--- config.mk ---
export PLATFORM = sky130hd
export DESIGN_NAME = mem_arbiter
export DESIGN_NICKNAME = d
export VERILOG_FILES = /design/src/rtl/mem_arbiter_pkg.sv /design/src/rtl/mem_arbiter_rr_arb2.sv /design/src/rtl/mem_arbiter.sv
export SDC_FILE = /design/constraint.sdc
export NUM_CORES = 1
export LEC_CHECK = 0
export BUFFER_PORTS_ARGS = -buffer_cell sky130_fd_sc_hd__buf_2
export CAP_MARGIN = 20
export CORE_AREA = 4 4 285 287
export DETAILED_ROUTE_END_ITERATION = 6
export DIE_AREA = 0 0 289 291
export PLACE_DENSITY = 0.34
export SLEW_MARGIN = 20
export SYNTH_ARGS = -nofsm -noshare
export SYNTH_HDL_FRONTEND = slang
export SYNTH_SLANG_ARGS = --single-unit
export TNS_END_PERCENT = 5
--- constraint.sdc ---
create_clock -name clk -period 1.5 [get_ports clk]
set_input_delay 0.15 -clock clk [delete_from_list [all_inputs] [get_ports clk]]
set_output_delay 0.15 -clock clk [all_outputs]
set_load 0.02 [all_outputs]
--- src/rtl/mem_arbiter_pkg.sv ---
// Shared types and constants for the I/D-cache main-memory arbiter.
package mem_arbiter_pkg;

  // Transfer sequencing states
  typedef enum logic [1:0] {
    ST_IDLE  = 2'd0,
    ST_REQ   = 2'd1,
    ST_WDATA = 2'd2,
    ST_RDATA = 2'd3
  } state_e;

  // Owner encoding used on the grant output and in the round-robin state
  localparam logic GRANT_IC = 1'b0;
  localparam logic GRANT_DC = 1'b1;

  // Memory request direction
  localparam logic RW_READ  = 1'b0;
  localparam logic RW_WRITE = 1'b1;

  // Beat counter width: clog2 of the beat count, never narrower than one bit
  function automatic int unsigned cnt_width(input int unsigned beats);
    return (beats > 1) ? $clog2(beats) : 1;
  endfunction

endpackage

--- src/rtl/mem_arbiter_rr_arb2.sv ---
// Two-requester round-robin picker; the last-grant state is held by the caller.
module mem_arbiter_rr_arb2
  import mem_arbiter_pkg::*;
(
  input  logic [1:0] valid,       // bit 0 = ICache, bit 1 = DCache
  input  logic       last_grant,
  output logic       grant,
  output logic [1:0] ready
);

  // Sole requester wins; on a tie the requester that did not win last time wins
  always_comb begin
    grant = last_grant;
    case (valid)
      2'b01:   grant = GRANT_IC;
      2'b10:   grant = GRANT_DC;
      2'b11:   grant = ~last_grant;
      default: grant = last_grant;
    endcase
    ready[0] = valid[0] & (grant == GRANT_IC);
    ready[1] = valid[1] & (grant == GRANT_DC);
  end

endmodule

--- src/rtl/mem_arbiter.sv ---
// Shares the single main-memory port between the ICache and DCache miss
// controllers: one request at a time, round-robin on contention, then the
// multi-beat write-data or read-response transfer for the owning cache.
module mem_arbiter
  import mem_arbiter_pkg::*;
#(
  parameter int unsigned ADDR_W = 28,
  parameter int unsigned DATA_W = 128,
  parameter int unsigned BEATS  = 4
) (
  input  logic              clk,
  input  logic              reset,

  input  logic              ic_req_valid,
  output logic              ic_req_ready,
  input  logic [ADDR_W-1:0] ic_req_addr,
  output logic              ic_resp_valid,
  output logic [DATA_W-1:0] ic_resp_data,

  input  logic              dc_req_valid,
  output logic              dc_req_ready,
  input  logic              dc_req_rw,
  input  logic [ADDR_W-1:0] dc_req_addr,
  input  logic              dc_wdata_valid,
  output logic              dc_wdata_ready,
  input  logic [DATA_W-1:0] dc_wdata,
  output logic              dc_resp_valid,
  output logic [DATA_W-1:0] dc_resp_data,

  output logic              mem_req_valid,
  input  logic              mem_req_ready,
  output logic              mem_req_rw,
  output logic [ADDR_W-1:0] mem_req_addr,
  output logic              mem_wdata_valid,
  input  logic              mem_wdata_ready,
  output logic [DATA_W-1:0] mem_wdata,
  input  logic              mem_resp_valid,
  input  logic [DATA_W-1:0] mem_resp_data,

  output logic              grant,
  output logic              busy
);

  localparam int unsigned      CNT_W     = cnt_width(BEATS);
  localparam logic [CNT_W-1:0] LAST_BEAT = CNT_W'(BEATS - 1);

  state_e            state_q, state_d;
  logic [CNT_W-1:0]  cnt_q, cnt_d;
  logic              last_grant_q, last_grant_d;
  logic [ADDR_W-1:0] addr_q, addr_d;
  logic              rw_q, rw_d;

  logic              arb_grant;
  logic [1:0]        arb_ready;
  logic              last_beat;
  logic [CNT_W-1:0]  cnt_next;

  mem_arbiter_rr_arb2 u_rr_arb2 (
    .valid      ({dc_req_valid, ic_req_valid}),
    .last_grant (last_grant_q),
    .grant      (arb_grant),
    .ready      (arb_ready)
  );

  // Beat counter advance; wraps to zero on the final beat of a line
  assign last_beat = (cnt_q == LAST_BEAT);
  assign cnt_next  = last_beat ? '0 : cnt_q + CNT_W'(1);

  // State, owner and latched request registers
  always_ff @(posedge clk or negedge reset) begin
    if (!reset) begin
      state_q      <= ST_IDLE;
      cnt_q        <= '0;
      last_grant_q <= GRANT_IC;
      addr_q       <= '0;
      rw_q         <= RW_READ;
    end else begin
      state_q      <= state_d;
      cnt_q        <= cnt_d;
      last_grant_q <= last_grant_d;
      addr_q       <= addr_d;
      rw_q         <= rw_d;
    end
  end

  // Next-state and handshake outputs; data paths are pure pass-through
  always_comb begin
    state_d         = state_q;
    cnt_d           = cnt_q;
    last_grant_d    = last_grant_q;
    addr_d          = addr_q;
    rw_d            = rw_q;
    ic_req_ready    = 1'b0;
    dc_req_ready    = 1'b0;
    ic_resp_valid   = 1'b0;
    dc_resp_valid   = 1'b0;
    mem_req_valid   = 1'b0;
    mem_wdata_valid = 1'b0;
    dc_wdata_ready  = 1'b0;
    ic_resp_data    = mem_resp_data;
    dc_resp_data    = mem_resp_data;
    mem_wdata       = dc_wdata;

    case (state_q)
      ST_IDLE: begin
        // Ready is masked while reset is held so no handshake is advertised
        ic_req_ready = arb_ready[0] & reset;
        dc_req_ready = arb_ready[1] & reset;
        if (arb_ready != 2'b00) begin
          state_d      = ST_REQ;
          last_grant_d = arb_grant;
          addr_d       = (arb_grant == GRANT_DC) ? dc_req_addr : ic_req_addr;
          rw_d         = (arb_grant == GRANT_DC) ? dc_req_rw : RW_READ;
        end
      end

      ST_REQ: begin
        mem_req_valid = 1'b1;
        if (mem_req_ready) begin
          cnt_d   = '0;
          state_d = (rw_q == RW_WRITE) ? ST_WDATA : ST_RDATA;
        end
      end

      ST_WDATA: begin
        mem_wdata_valid = dc_wdata_valid;
        dc_wdata_ready  = mem_wdata_ready;
        if (dc_wdata_valid && mem_wdata_ready) begin
          cnt_d = cnt_next;
          if (last_beat) begin
            state_d = ST_IDLE;
          end
        end
      end

      ST_RDATA: begin
        if (last_grant_q == GRANT_DC) begin
          dc_resp_valid = mem_resp_valid;
        end else begin
          ic_resp_valid = mem_resp_valid;
        end
        if (mem_resp_valid) begin
          cnt_d = cnt_next;
          if (last_beat) begin
            state_d = ST_IDLE;
          end
        end
      end

      default: begin
        state_d = ST_IDLE;
      end
    endcase
  end

  assign mem_req_addr = addr_q;
  assign mem_req_rw   = rw_q;
  assign grant        = last_grant_q;
  assign busy         = (state_q != ST_IDLE);

endmodule

# Yosys cells after proc, flatten, opt, wreduce, memory -nomap -nowiden
# Cells that the tools add are included.
[word_totals]
register_bits = 34
in_bits = 321
elab_cells = 55
[op_classes]
addsub = 1
n_eq_ne = 11
mux = 24
bitwise_logic = 6
reduce_logical = 8
[ops]
columns = ["op", "count"]
rows = [
  ["two-way mux 28 bit", 1],
  ["two-way mux 2 bit", 9],
  ["two-way mux 1 bit", 11],
  ["== test 2 bit (second input constant)", 5],
  ["!= test 2 bit (second input constant)", 4],
  ["one-hot mux 2 bit (4 select lines)", 1],
  ["AND reduction 4 bit", 2],
  ["one-hot mux 2 bit (3 select lines)", 1],
  ["AND 1 bit", 4],
  ["== test 2 x 1 -> 1 bit (second input constant)", 2],
  ["nonzero test 2 bit", 2],
  ["one-hot mux 1 bit (3 select lines)", 1],
  ["nonzero test 3 bit", 1],
  ["adder 2 x 1 -> 2 bit (second input constant)", 1],
  ["logical NOT 2 bit", 1],
  ["inverter 1 bit", 2],
  ["AND reduction 2 bit", 1],
  ["logical AND 1 bit", 1],
]

# Longest topological paths before layout
# Gate-level depths: netlist (run 1).
[depth]
word_depth = 7
ltp_mapped = 6
ltp_nobuf = 4

# By module
# A second synthesis (run 1) with hierarchy kept.
[unflattened]
cells_unflattened = 522
area_unflattened_um2 = 4694.5
[modules_own_cells]
columns = ["module", "n_inst", "cells_each", "area_per_inst_um2", "seq_area_each_um2"]
rows = [
  ["mem_arbiter", 1, 517, 4665.7, 850.8],
  ["mem_arbiter_rr_arb2", 1, 5, 28.8, 0.0],
]

# Least setup slack after synthesis (run 1)
# OpenSTA, ideal clock, no wires.
[synth_timing]
kind = "register to output"
start = "reg state_q[1]"
end = "out dc_req_ready"
t_arrival_ps = 1265
path_slack_ps = 85
stages_incl_launch_ff = 6
path_buffers = 2
path_cell_list = "dfrtp_1 -> buf_2 -> nor2_2 -> buf_2 -> nand3_1 -> a21oi_1"
[synth_between]
elab_chain_cells = 2
[synth_lines]
columns = ["item", "line_no", "text"]
rows = [
  ["from (decl)", "mem_arbiter.sv:47", "state_e state_q, state_d;"],
  ["from (signal assigned)", "mem_arbiter.sv:78", "state_q <= state_d;"],
  ["logical NOT 2 bit", "mem_arbiter.sv:104", "case (state_q)"],
  ["two-way mux 1 bit", "mem_arbiter.sv:104", ""],
  ["to (decl)", "mem_arbiter.sv:21", "output logic dc_req_ready,"],
]
# No other way between the ends.

# Final worst setup path (run 1)
[layout_timing]
start = "reg state_q[1]"
end = "out ic_req_ready"
[layout_between]
elab_chain_cells = 2
[layout_lines]
columns = ["item", "line_no", "text"]
rows = [
  ["logical NOT 2 bit", "mem_arbiter.sv:104", ""],
  ["two-way mux 1 bit", "mem_arbiter.sv:104", ""],
  ["to (decl)", "mem_arbiter.sv:15", "output logic ic_req_ready,"],
]
# No other way between the ends.

==> results.yml, run 1 <==
run_status:
  status: "complete, no violations"
timing:
  period_minus_slack_ps: 1471
  rsz0062_at_grt: "yes"
  slew_violations: 0
  setup_viol: 0
  max_slew_margin: 0.7053
  holdWs_ps: 95.61
  tightest_slew_ps: 442.0
  finalCritPeriodShare: 0.9809
  fin_skew_ps: 20.93
  hold_viol: 0
  finalWorstSetupSlack_ps: 28.58
  fmax_mhz: 679.6
layout:
  n_antenna_cell: 0
  n_fill_cell: 9401
  multi_input_area_um2: 882.1
  final_area_mm2: 0.003985
  syn_to_final_growth_pct: -16.01
  final_common_cell: "buf_2"
  seq_area_um2: 850.8
  nets: 638
  mostFrequentLayoutCells: "buf_2, dfrtp_1, a21oi_1"
  drive_above_1_share: 0.4399
detailed_routing:
  route.vias.total: 2707
  drc: 0
  dr.first_iter.drc_count: 138
  ant_nets: 0
  drt_pass1_iterations: 4
  viasPerCell: 1.982
  wl_um: 19580
  routedWlPerCell_um: 14.33
clocking:
  path_clk_slew_ps: 90
  cts_sinks: 34
  htree_levels: 2
  cts_tree: "done"
  clock-root-buffer: "clkbuf_16"
  cts_max_path_buffers: 2
  clock_latency_ps: 310
  numCtsBuffers: 5
power_and_ir_drop:
  vdd_drop_max_v: 0.0003822
  power.switching_uw: 3093
  switching_share: 0.4698
  power_leakage_uw: 0.001298
  seqPwrFrac: 0.257
  p_int_uw: 3491
  power_density_mw_per_mm2: 1652
  p_clk_frac: 0.205
  p_comb_frac: 0.538
die:
  die_h_um: 291
  start_util: 0.06035
  io_pins: 743
  die_w_um: 289
  core_mm2: 0.07861
  die_area_mm2: 0.08410
  rows: 103
placement:
  gp_congestion: 0.7006
  place_ws_ps: 128.3
  postPlaceCellArea_mm2: 0.003741
  io_buffers: 102
  dpl.hpwl_um: 16250
synth:
  yosysWarnings: 0
  syn_inst: 594
  syn_area_per_cell_um2: 7.987
  synth_area_mm2: 0.004745
  syn_nets: 916
  ys_seq_area_frac: 0.1793
  synth_seq_cells: 34
  yosysUniqueCellTypes: 30
setup_path:
  cp_data_arrival_time_ps: 1320
  max_stage_delay_ps: 420
  r2r_slack_ps: 130
  end_kind: "primary output"
  reg2regPathDepth: 5
  required_ps: 1350
  startpoint_type: "register"
  critPathKind: "reg -> out"
  cp_max_fo: 4
  critPathSlowestCell: "dfrtp_1"
  crit_chain: "nor2_4, buf_8, and4_4, buf_6"
global_routing:
  gr-total-overflow: 0
  grtUsageMet2: 0.06237
  use_met1: 0.03621
  antenna_found_initial: 3
  grt_use_met3: 0.03868
  grt_pass1_wl_um: 24500
  grt_max_degree: 30
  grt_use_total: 0.04332
  grt-busiest-layer: "met2"
  grt_pass1_vias: 2892
job:
  drv_cap: 0
worst_hold_path:
  whs_path_depth: 3
  min_path_type: "in -> reg"
==> registers in the layout, summed over array words and instances (netlist names) <==
register      cells
cnt_q             2
grant             1
mem_req_addr     28
mem_req_rw        1
state_q           2
==> per-layer routing <==
layer	vias to the layer above	part of all wire
met3	151	0.21
li1	995	-
met1	1155	0.28
met5	-	0.0038
met2	404	0.42
met4	2	0.086
==> kinds of logic after synthesis <==
family | Yosys count | share of synthesized area
mux | 4 | 0.008439
simple gates | 48 | 0.05327
flops | 34 | 0.1793
fa+ha+maj | 1 | 0.002637
buf+inv | 411 | 0.6406
compound gates | 96 | 0.1158
==> worst paths after layout <==
path | startpoint | to
min in group asynchronous | reset | grant
worst max register to register | grant | mem_req_addr[20]
max in group asynchronous | reset | mem_req_addr[21]
worst min-delay path | ic_req_addr[11] | mem_req_addr[11]
worst max-delay path | state_q[1] | ic_req_ready
worst min register to register | mem_req_addr[8] | mem_req_addr[8]
==> power by group through the flow <==
| stage | sequential [µW] | clock (µW) | combinational, µW |
|---|---|---|---|
| 2_1_floorplan | 2160 | 0 | 2960 |
| 3_3_place_gp | 1710 | 0 | 3460 |
| 4_1_cts | 1700 | 1440 | 3620 |
| 6_report | 1690 | 1350 | 3540 |
| 3_5_place_dp | 1710 | 0 | 3510 |
| 5_1_grt | 1760 | 1470 | 3910 |
==> cell usage after synthesis <==
library cell	instances	area, µm²
a21o_1	1	7.510
a21oi_1	33	165.2
a221oi_1	2	17.52
a311oi_1	1	8.760
a31oi_1	28	175.2
a31oi_4	1	21.27
a32oi_1	1	8.760
and2_0	1	6.260
and2_1	1	6.260
and2b_1	1	7.510
and3_1	3	18.77
and4_1	1	8.760
buf_2	10	50.05
buf_4	385	2890
buf_6	5	56.30
clkbuf_1	6	22.52
clkbuf_2	1	5.000
dfrtp_1	34	850.8
ha_1	1	12.51
inv_1	4	15.01
mux2i_1	4	40.04
nand2_1	1	3.750
nand2b_1	2	12.51
nand3_1	31	155.2
nor2_1	4	15.01
nor2_2	1	6.260
nor2b_1	1	6.260
o21ai_0	28	140.1
o21ai_1	1	5.000
or2_1	1	6.260
==> worst max-delay path, delay by kind of cell (launching register included) <==
family                 cells  cell delay (ps)
flip-flops                 1              420
AND/OR/NAND/NOR            2              370
buffers and inverters      2              240
==> what timing repair did <==
action                                  CTS  global route
pin swaps                                 0             2
gates resized for setup                   8             6
hold buffers                              1             0
endpoints found under the hold margin    34             0
buffers inserted                          2             0
endpoints found under the setup margin    6             3
==> cell type report <==
type | instances | share of cell area
tap | 1050 | 0.3297
inverter | 4 | 0.003768
timing repair buffer | 122 | 0.1893
clock buffer | 6 | 0.03485
multi-input combinational | 149 | 0.2214
sequential | 34 | 0.2135
clock inverter | 1 | 0.007535
==> through the flow <==
| step | power [µW] | cells | setup TNS [ps] | utilization |
|---|---|---|---|---|
| global placement | 5173 | 1356 | 0 | 0.04759 |
| CTS | 6754 | 1366 | -8.322 | 0.05045 |
| finish | 6584 | 1366 | 0 | 0.05069 |
| global route | 7145 | 1366 | -82.77 | 0.05069 |
| detailed placement | 5213 | 1356 | 0 | 0.04759 |
| floorplan | 5125 | 594 | 0 | - |
No activity file was read; power rests on OpenSTA's default activity.
==> inputs of run 2 (changes only) <==
--- a/config.mk
+++ b/config.mk
@@ -5,6 +5,7 @@
 export SDC_FILE = /design/constraint.sdc
 export NUM_CORES = 1
 export LEC_CHECK = 0
+export ABC_AREA = 1
 export BUFFER_PORTS_ARGS = -buffer_cell sky130_fd_sc_hd__buf_2
 export CAP_MARGIN = 20
 export CORE_AREA = 4 4 285 287
==> run 2 against run 1 <==
Cell area down 0.94%. Clock power down 14%. Synthesized area down 3.2%. Sequential cell count unchanged. Register-to-register slack about the same. Worst hold slack better by 13 ps. Critical path type unchanged.
==> results.yml, run 2 <==
power_and_ir_drop:
  switching_share: 0.4746
  power_leakage_uw: 0.001448
  vdd_drop_max_v: 0.0005312
  p_comb_frac: 0.563
  seqPwrFrac: 0.257
  power_density_mw_per_mm2: 1637
  p_int_uw: 3394
  p_clk_frac: 0.180
  power.switching_uw: 3066
synth:
  synth.top_cell.area_share: 0.6327
  synth_seq_cells: 34
  synth_edf_count: 0
  synthAdderAreaFrac: 0.002725
  synth_simple_gate_area_frac: 0.08883
  synthXorXnorAreaFrac: 0
  yosys_most_used_dff: "dfrtp_1"
  yosysWarnings: 0
  synthTopCellsByArea: "buf_4, dfrtp_1, nand2_1, o21ai_0, o21ai_1"
  synth_mux_area_frac: 0
  synth.largest_area_cell: "buf_4"
  synth_top_family_by_area: "buffers and inverters"
  synth_common_cells: "buf_4, nand2_1, nor2_1"
  yosysUniqueCellTypes: 20
  yosysMostFrequentCell: "buf_4"
  syn_inst: 605
  synth_area_mm2: 0.004592
  async_reset_ff_frac: 1.000
  synth_compound_area_frac: 0.06649
  ys_seq_area_frac: 0.1853
  syn_nets: 927
  syn_area_per_cell_um2: 7.590
global_routing:
  gr-total-overflow: 0
  grt_max_degree: 28
  antenna_found_initial: 4
  grt_use_total: 0.03993
  grt_pass1_vias: 2685
  grt_pass1_wl_um: 22650
worst_hold_path:
  hold_end: "mem_req_addr[25]"
  whs_path_depth: 3
  hold_start: "dc_req_addr[25]"
  min_path_type: "in -> reg"
layout:
  final_cell_count_no_fill: 1393
  syn_to_final_growth_pct: -14.03
  final_common_cell: "buf_2"
  largest_register_ffs: 28
  mostFrequentLayoutCells: "buf_2, nand2_1, dfrtp_1"
  nets: 662
  utilization: 0.05021
  drive_above_1_share: 0.4311
detailed_routing:
  wl_met3_um: 3581
  route.vias.total: 2591
  drt_pass1_iterations: 4
  highest_layer: "met5"
  ant_nets: 0
  met2_length_um: 6605
  routedWlPerCell_um: 12.88
  drt-met1-wl_um: 5731
  wl_um: 17940
  dr.first_iter.drc_count: 103
  drc: 0
  viasPerCell: 1.860
die:
  io_pins: 743
  core_mm2: 0.07861
  rows: 103
  start_util: 0.05841
  die_area_mm2: 0.08410
  die_w_um: 289
  die_h_um: 291
clocking:
  cts_sinks: 34
  cts_tree: "done"
  numCtsBuffers: 5
  cts_max_path_buffers: 2
  path_clk_slew_ps: 60
  clock-root-buffer: "clkbuf_16"
  clock_latency_ps: 300
  htree_levels: 2
placement:
  dpl.hpwl_um: 14090
  gp_congestion: 0.7187
  place_ws_ps: 54.54
  dp.cells: 1373
  io_buffers: 102
timing:
  rsz0062_at_grt: "yes"
  slew_violations: 0
  fin_skew_ps: 9.868
  tightest_slew_ps: 479.9
  period_minus_slack_ps: 1459
  finalCritPeriodShare: 0.9728
  setup_viol: 0
  holdWs_ps: 108.4
  max_slew_margin: 0.6800
  finalWorstSetupSlack_ps: 40.77
  hold_viol: 0
  fmax_mhz: 685.3
setup_path:
  crit_family: "flip-flops"
  regToRegEndpoint: "mem_req_addr[8]"
  crit_chain: "nor2_4, buf_4, nand3_2, nor2_4, buf_6"
  crit_top_cell: "nor2_4"
  critPathSlowestCell: "dfrtp_1"
  cp_max_fo: 3
  startpoint_type: "register"
  end_kind: "primary output"
  required_ps: 1350
  path_buf_inv: 2
  r2r_start: "state_q[0]"
  cp_data_arrival_time_ps: 1310
  reg2regPathDepth: 7
  max_stage_delay_ps: 420
  r2r_slack_ps: 140
  critPathKind: "reg -> out"
job:
  drv_cap: 0
run_status:
  status: "complete, no violations"
[run 2: cell count changes in the layout (fill, tap and decap cells not counted), moves of 6 or more]
cell / before / now
nand2_1: 1 / 43
a21oi_1: 32 / 1
nor2_1: 4 / 33
a31oi_1: 28 / 0
o21ai_1: 1 / 27
nand3_1: 31 / 10
inv_1: 3 / 9
[run 2: cell type report]
type | instances | area, µm²
fill | 9396 | 74670
tap | 1050 | 1314
sequential | 34 | 850.8
timing repair buffer | 125 | 812.0
multi-input combinational | 160 | 765.7
clock buffer | 7 | 142.6
inverter | 14 | 52.55
clock inverter | 1 | 5.005
antenna | 2 | 5.005
[run 2: per-stage QoR]
stage	cell area (µm²)	setup TNS (ps)	total power (µW)
5_1_grt	3945	-72.57	7030
6_report	3948	0	6461
3_3_place_gp	3601	0	4985
4_1_cts	3879	-5.729	6541
2_1_floorplan	4592	0	5002
3_5_place_dp	3601	0	5006
[run 2: timing repair]
action,4_1_cts,5_1_grt
setup endpoints to repair,6,35
pin swaps,2,1
resized for setup,18,10
gates cloned,1,0
setup buffers,3,4
hold buffers,2,0
endpoints found under the hold margin,7,0
[run 2: power by group through the flow]
stage,Combinational [µW],Clock [µW],Sequential (µW)
after floorplan,2880,0,2120
after global placement,3310,0,1680
after detailed placement,3330,0,1670
after CTS,3610,1260,1670
after global routing,4020,1290,1720
final,3640,1160,1660
[run 2: how the worst max path moves through the flow]
stage | from | end | slack, ps | depth (start not counted)
after floorplan | grant | dc_req_ready | 80 | 6
after CTS | state_q[1] | ic_resp_valid | -6 | 5
after global placement | state_q[0] | mem_req_addr[8] | 80 | 7
after detailed placement | state_q[0] | mem_req_addr[20] | 50 | 6
after global routing | state_q[0] | ic_resp_valid | -30 | 5
final | state_q[0] | dc_req_ready | 40 | 5
[run 2: kinds of logic after synthesis]
kind of cell / after synthesis
buffers and inverters: 411
and+or+nand+nor: 99
AOI/OAI and AO/OA: 60
DFF: 34
adders and majority gates: 1
[run 2: layer usage]
layer | vias to the layer above | GRT usage
met2 | 404 | 0.04965
met3 | 159 | 0.03649
li1 | 958 | -
met5 | - | 0.007558
met1 | 1064 | 0.03661
met4 | 6 | 0.04018
[run 2: worst register-to-register path, cell delays in order (launching register included)]
cell and delay (ps):
dfrtp_1 420, nor2_4 130, inv_2 60, nor2_4 220, inv_2 90, buf_4 190
nand2_1 70, o21ai_0 80
